--- config.mk ---
export PLATFORM = sky130hd
export DESIGN_NAME = load_store_controller
export DESIGN_NICKNAME = d
export VERILOG_FILES = /design/src/rtl/load_store_controller.sv
export SDC_FILE = /design/constraint.sdc
export NUM_CORES = 1
export LEC_CHECK = 0
export ABC_AREA = 1
export BUFFER_PORTS_ARGS = -buffer_cell sky130_fd_sc_hd__buf_2
export CAP_MARGIN = 20
export CORE_ASPECT_RATIO = 0.5
export CORE_MARGIN = 2
export CORE_UTILIZATION = 45
export DETAILED_ROUTE_END_ITERATION = 8
export GPL_ROUTABILITY_DRIVEN = 0
export GPL_TIMING_DRIVEN = 0
export PLACE_DENSITY = 0.84
export REMOVE_ABC_BUFFERS = 1
export SYNTH_ARGS = -nofsm -noshare
export SYNTH_HDL_FRONTEND = slang
export SYNTH_SLANG_ARGS = --single-unit
--- constraint.sdc ---
create_clock -name clock -period 9.6 [get_ports clock]
set_input_delay 1.92 -clock clock [delete_from_list [all_inputs] [get_ports clock]]
set_output_delay 1.92 -clock clock [all_outputs]
set_load 0.01 [all_outputs]
--- src/rtl/load_store_controller.sv ---
// Load/store sequencer for a single-ported data-memory bus: lane steering,
// byte enables, load extension, misalignment and bus-timeout detection.
module load_store_controller #(
  parameter int TIMEOUT = 255,
  parameter int CNT_W   = 8
) (
  input  logic        clock,
  input  logic        reset,
  input  logic        req_valid,
  input  logic        req_write,
  input  logic [31:0] req_addr,
  input  logic [1:0]  req_size,
  input  logic        req_sign_extend,
  input  logic [31:0] req_wdata,
  output logic        stall,
  output logic        done,
  output logic        error,
  output logic [31:0] load_data,
  output logic        mem_req,
  output logic        mem_we,
  output logic [31:0] mem_addr,
  output logic [3:0]  mem_byte_en,
  output logic [31:0] mem_wdata,
  input  logic [31:0] mem_rdata,
  input  logic        mem_ack
);

  localparam logic [1:0] IDLE   = 2'd0;
  localparam logic [1:0] ACCESS = 2'd1;
  localparam logic [1:0] DONE   = 2'd2;

  localparam bit               TIMEOUT_EN = (TIMEOUT != 0);
  localparam logic [CNT_W-1:0] CNT_LAST   = CNT_W'((TIMEOUT == 0) ? 0 : TIMEOUT - 1);

  logic [1:0]       state;
  logic [CNT_W-1:0] cnt;
  logic [1:0]       cap_off;
  logic [1:0]       cap_size;
  logic             cap_sign;
  logic             cap_write;

  logic             misaligned;
  logic [3:0]       be_next;
  logic [31:0]      wdata_next;
  logic [31:0]      shifted;
  logic [31:0]      load_ext;
  logic             timeout_hit;

  always_comb begin
    misaligned = 1'b0;
    be_next    = 4'b1111;
    wdata_next = req_wdata;
    case (req_size)
      2'd0: begin
        be_next    = 4'b0001 << req_addr[1:0];
        wdata_next = {4{req_wdata[7:0]}};
      end
      2'd1: begin
        misaligned = req_addr[0];
        be_next    = req_addr[1] ? 4'b1100 : 4'b0011;
        wdata_next = {2{req_wdata[15:0]}};
      end
      2'd2: misaligned = (req_addr[1:0] != 2'b00);
      default: misaligned = 1'b1;
    endcase
  end

  // Returned word is shifted down to the addressed lane before extension.
  always_comb begin
    shifted = mem_rdata >> {cap_off, 3'b000};
    case (cap_size)
      2'd0:    load_ext = {{24{shifted[7] & cap_sign}}, shifted[7:0]};
      2'd1:    load_ext = {{16{shifted[15] & cap_sign}}, shifted[15:0]};
      default: load_ext = mem_rdata;
    endcase
  end

  assign timeout_hit = TIMEOUT_EN && (cnt == CNT_LAST);

  // Reset gates stall so the pipeline is released while the controller is held.
  assign stall = req_valid && (state != DONE) && !reset;

  always_ff @(posedge clock or posedge reset) begin
    if (reset) begin
      state       <= IDLE;
      cnt         <= '0;
      cap_off     <= 2'b00;
      cap_size    <= 2'b00;
      cap_sign    <= 1'b0;
      cap_write   <= 1'b0;
      done        <= 1'b0;
      error       <= 1'b0;
      load_data   <= 32'd0;
      mem_req     <= 1'b0;
      mem_we      <= 1'b0;
      mem_addr    <= 32'd0;
      mem_byte_en <= 4'b0000;
      mem_wdata   <= 32'd0;
    end else begin
      case (state)
        IDLE: begin
          if (req_valid) begin
            cap_off   <= req_addr[1:0];
            cap_size  <= req_size;
            cap_sign  <= req_sign_extend;
            cap_write <= req_write;
            if (misaligned) begin
              state     <= DONE;
              done      <= 1'b1;
              error     <= 1'b1;
              load_data <= 32'd0;
            end else begin
              state       <= ACCESS;
              cnt         <= '0;
              mem_req     <= 1'b1;
              mem_we      <= req_write;
              mem_addr    <= {req_addr[31:2], 2'b00};
              mem_byte_en <= be_next;
              mem_wdata   <= wdata_next;
            end
          end
        end
        ACCESS: begin
          if (mem_ack) begin
            state     <= DONE;
            mem_req   <= 1'b0;
            done      <= 1'b1;
            error     <= 1'b0;
            load_data <= cap_write ? 32'd0 : load_ext;
          end else if (timeout_hit) begin
            state     <= DONE;
            mem_req   <= 1'b0;
            done      <= 1'b1;
            error     <= 1'b1;
            load_data <= 32'd0;
          end else begin
            cnt <= cnt + 1'b1;
          end
        end
        DONE: begin
          state     <= IDLE;
          done      <= 1'b0;
          error     <= 1'b0;
          load_data <= 32'd0;
        end
        default: state <= IDLE;
      endcase
    end
  end

endmodule

## Word-level counts from Yosys, hierarchy flattened

Cells that the tools add are included.
Widths: inputs -> output; s select.

- Multipliers: 0
- Div/mod/pow operators: 0
- Order comparisons: 0
- Shifts and indexed selects: 2
- Add/subtract/negate cells: 1
- Mux-type cells: 33
- Reductions and logical operators: 15
- Equal/unequal tests: 13
- Bitwise operators: 3

Operators by type and width:

| kind | count |
|---|---|
| $mux 32 | 5 |
| $pmux 32 s2 | 2 |
| $pmux 32 s3 | 1 |
| $mux 8 | 4 |
| $shr 32x5->16 | 1 |
| $pmux 8 s2 | 1 |
| $ne 2x2->1 const B | 6 |
| $mux 1 | 9 |
| $pmux 1 s3 | 3 |
| $add 8x1->8 const B | 1 |
| $eq 8x8->1 const B | 1 |
| $mux 2 | 4 |
| $pmux 4 s2 | 1 |
| $reduce_and 4->1 | 2 |
| $eq 2x1->1 const B | 3 |
| $logic_not 2->1 | 3 |
| $reduce_and 5->1 | 1 |
| $eq 2x2->1 const B | 2 |
| $mux 4 | 1 |
| $pmux 2 s2 | 1 |
| $reduce_and 2->1 | 2 |
| $reduce_bool 2->1 | 2 |
| $shl 1x2->4 const A | 1 |
| $ne 3x3->1 const B | 1 |
| 7 further kinds | 9 |

- Bits in read-only memories: 0
- Flip-flop bits (word level): 118
- Bits in latches: 0
- Memories: 0
- Logic and storage cells: 81
- Input port bits: 104
- Memory bits (writable): 0
- Output and inout bits: 105

## Longest topological paths before layout

- Depth in word-level cells: 6
- Gate-level depth with buffers: 11
- Mapped depth without buffers: 11

## Worst setup path before layout

Ideal clock, no wire load.

- Path kind: input to output
- From: in req_valid
- To: out stall
- Data required time: 7.680 ns
- Slack: 5.564 ns
- Cell stages on the path: 2
- Arrival: 2.116 ns
- Cell sequence: nand2_1 -> nor2_1

- Longest elaborated chain between the ends: 2

Ends and longest elaborated chain:

| element | line | source |
|---|---|---|
| start, declared | 9 | `input logic req_valid,` |
| $logic_and 1x1->1 (2 in a row) | 81 | `assign stall = req_valid && (state != DONE) && !reset;` |
| end, declared | 15 | `output logic stall,` |

Every way passes these cells.

## Final worst setup path

Same ends and word-level chain as after synthesis.

==> key figures <==
Run status
  • Status: finished, final reports clean

Clocking
  • Setup bufs post-CTS: 0
  • CTS sink cnt: about 120
  • Num CTS Buffers: 17
  • Reg clk slew, reported paths: around 0.06 ns
  • CTS tree: yes
  • Clk root buf: clkbuf_16
  • Latest clock arrival within the worst-skew pair: about 0.4 ns
  • CTS H-tree depth: 4
  • Hold buffers post-CTS: 0
  • Post-CTS Resized: 0
  • CTS max path bufs: 2

Timing
  • Sum Neg Setup Slack: 0 ns
  • Final Skew: about 0.0085 ns
  • Final setup viols: 0
  • Tmin final: 4.25 ns
  • RSZ-0062 raised after global routing: false
  • Final Hold Slack: between 0.4 and 0.5 ns
  • Hold Vio Cnt, Final: 0
  • Worst Tran Pin Value: 0.911 ns
  • Final worst-path cycle share: 0.443
  • Pins over their slew limit: 0
  • Peak Freq: around 240 MHz
  • Relative slew margins: 0.390

Synthesis
  • Synth Area per Inst: between 7 and 8 sq um
  • Yosys reg bits: between 100 and 150
  • Post-synth cell types: 29
  • Synthesized instance count: approximately 760
  • Post-synth EDFFs: 0
  • Netlist Area Pre-Place: a little under 6000 sq um
  • Ys async rst share: 1.00
  • Register area share after synthesis: 0.504
  • Yosys Warn Count: 0
  • Main synth FF type: dfrtp_1

Run
  • Max cap viols: 0

Routing
  • Wire length per cell: about 14 microns
  • Met2 wire len: slightly above 8000 microns
  • M1 WL: 6840 microns
  • Drt pass-1 iters: 6
  • Vias per cell: just under 5
  • Drt drc: 0
  • Metal3 WL: 750 microns
  • Routed Wire Length: ~16000 microns
  • DR top layer: met4
  • Final ANT Viol Nets: 0
  • DRT iter0 DRCs: 429
  • Routed vias: 5557

Setup path
  • CP Max Fanout: 4
  • Crit path arrival time: 2.33 ns
  • Crit path kind: input pin to output port
  • Worst Setup Start Kind: input pin
  • Critical Path Sink Type: output port
  • Worst EP required: between 7 and 8 ns

Hold path
  • Hold crit path type: flip-flop to flip-flop

Placement
  • Post-DP HPWL: roughly 11000 microns
  • Port Buffers: ~210

Layout
  • Share of layout cells above drive strength 1: 0.272
  • Fillers: ~1200
  • Area grow syn2layout: 27.8%
  • Sequential standard cell area: about 3000 sq um
  • Layout net count: ~1100
  • Multi-input logic area: around 2500 sq um
  • ANT cells: 0
  • Commonest non-fill, non-tap cell in the layout: nand2_1
  • Most frequent cells in the layout: 346 x nand2_1, 206 x buf_2, 118 x dfrtp_1
  • Finished Core Util: 0.589

GRT
  • Initial antenna violation count: 0
  • Global-route wire length before repair: approximately 26000 microns
  • Largest net degree at the start of global routing: slightly below 100
  • GR Util All Layers: 0.232
  • Vias in the first global route: 5316
  • Overflow left after global routing: 0

Floorplanning
  • Num rows: 29
  • Die width: 165 microns
  • Starting density of the core: 0.461
  • Die area: 14000 sq um
  • Die height: roughly 85 microns
  • Core Box Area: roughly 13000 sq um
  • Boundary Pins: between 200 and 250

Power and ir drop
  • Peak VDD IR: 0.129 mV
  • Total power per unit cell area: 297 nW/um^2
  • Total power: roughly 2200 uW
  • Pleak: between 0.004 and 0.005 uW
-- through the flow --
stage                     setup WS (ns)  cell area (sq um)  cells
after global placement             3.19               6840   1094
after detailed placement           4.79               6880   1095
after global routing               5.25               7490   1127
final                              5.35               7490   1127
after floorplan                    4.55               5600    718
after CTS                          5.21               7470   1126
-- cell usage after synthesis (2+ instances only) --
cell      instances  area share
ha_1              5       0.011
o21ai_2           4      0.0060
dfrtp_1         118        0.50
a22oi_1           4      0.0051
buf_4             8       0.010
inv_1            42       0.027
inv_2             5      0.0032
nand3_1          35       0.030
or2_2             2      0.0021
nor2_4            3      0.0058
xor2_1            3      0.0045
a31oi_1          14       0.015
a21oi_1          26       0.022
nand2_1         346        0.22
buf_6             9       0.017
nor2_1           39       0.025
o21ai_0          49       0.042
o21ai_1           2      0.0017
nand2_2           3      0.0032
nand3_4           3      0.0090
buf_2            10      0.0085
o211ai_1          8       0.010
clkbuf_1         14      0.0090
-- worst paths after layout --
kind / from / to / slack [ns] / depth (start not counted)
max in group asynchronous: reset / mem_addr[24]$_DFFE_PP0P_ / 7.38 / 3
max: req_valid / stall / 5.35 / 4
min in group asynchronous: reset / cnt[6]$_DFFE_PP0P_ / 1.48 / 2
min: mem_addr[22]$_DFFE_PP0P_ / mem_addr[22]$_DFFE_PP0P_ / 0.47 / 2
min reg2reg: mem_addr[22]$_DFFE_PP0P_ / mem_addr[22]$_DFFE_PP0P_ / 0.47 / 2
max reg2reg: state[0]$_DFFE_PP0P_ / mem_wdata[17]$_DFFE_PP0P_ / 6.99 / 7
-- worst max-delay path: stages --
cell	delay (ns)
buf_2	0.14
nand2_1	0.07
nor2_1	0.07
buf_2	0.13
-- flip-flops by register name, indices dropped and copies added (netlist names), 2 cells and up --
| register | count |
|---|---|
| cnt | 8 |
| cap_off | 2 |
| mem_wdata | 32 |
| state | 2 |
| mem_byte_en | 4 |
| cap_size | 2 |
| load_data | 32 |
| mem_addr | 30 |
-- cell type report --
cell class	instances	share of cell area
clock buffers	22	0.0620
clock inverters	9	0.0169
inverters	48	0.0251
multi-input cells	552	0.329
flip-flops and latches	118	0.394
well taps	170	0.0284
repair buffers	208	0.144
-- cell families after synthesis --
group,count (synthesis),synth area share
compound gates,107,0.102
xor+xnor,4,0.00598
fa+ha+maj,5,0.0107
buf+inv,89,0.0762
flops,118,0.504
other cells,1,0.000640
simple gates,434,0.300
-- per-layer routing --
layer,vias up,global-route usage
li1,2763,-
met1,2615,0.291
met2,153,0.403
met3,26,0.0395
met4,0,0.0846
met5,-,0
-- power breakdown --
group | total [uW] | switching (uW) | internal [uW]
clock | 640 | 221 | 419
combinational | 788 | 500 | 288
sequential | 796 | 127 | 669
No activity file was read; power rests on OpenSTA's default activity.
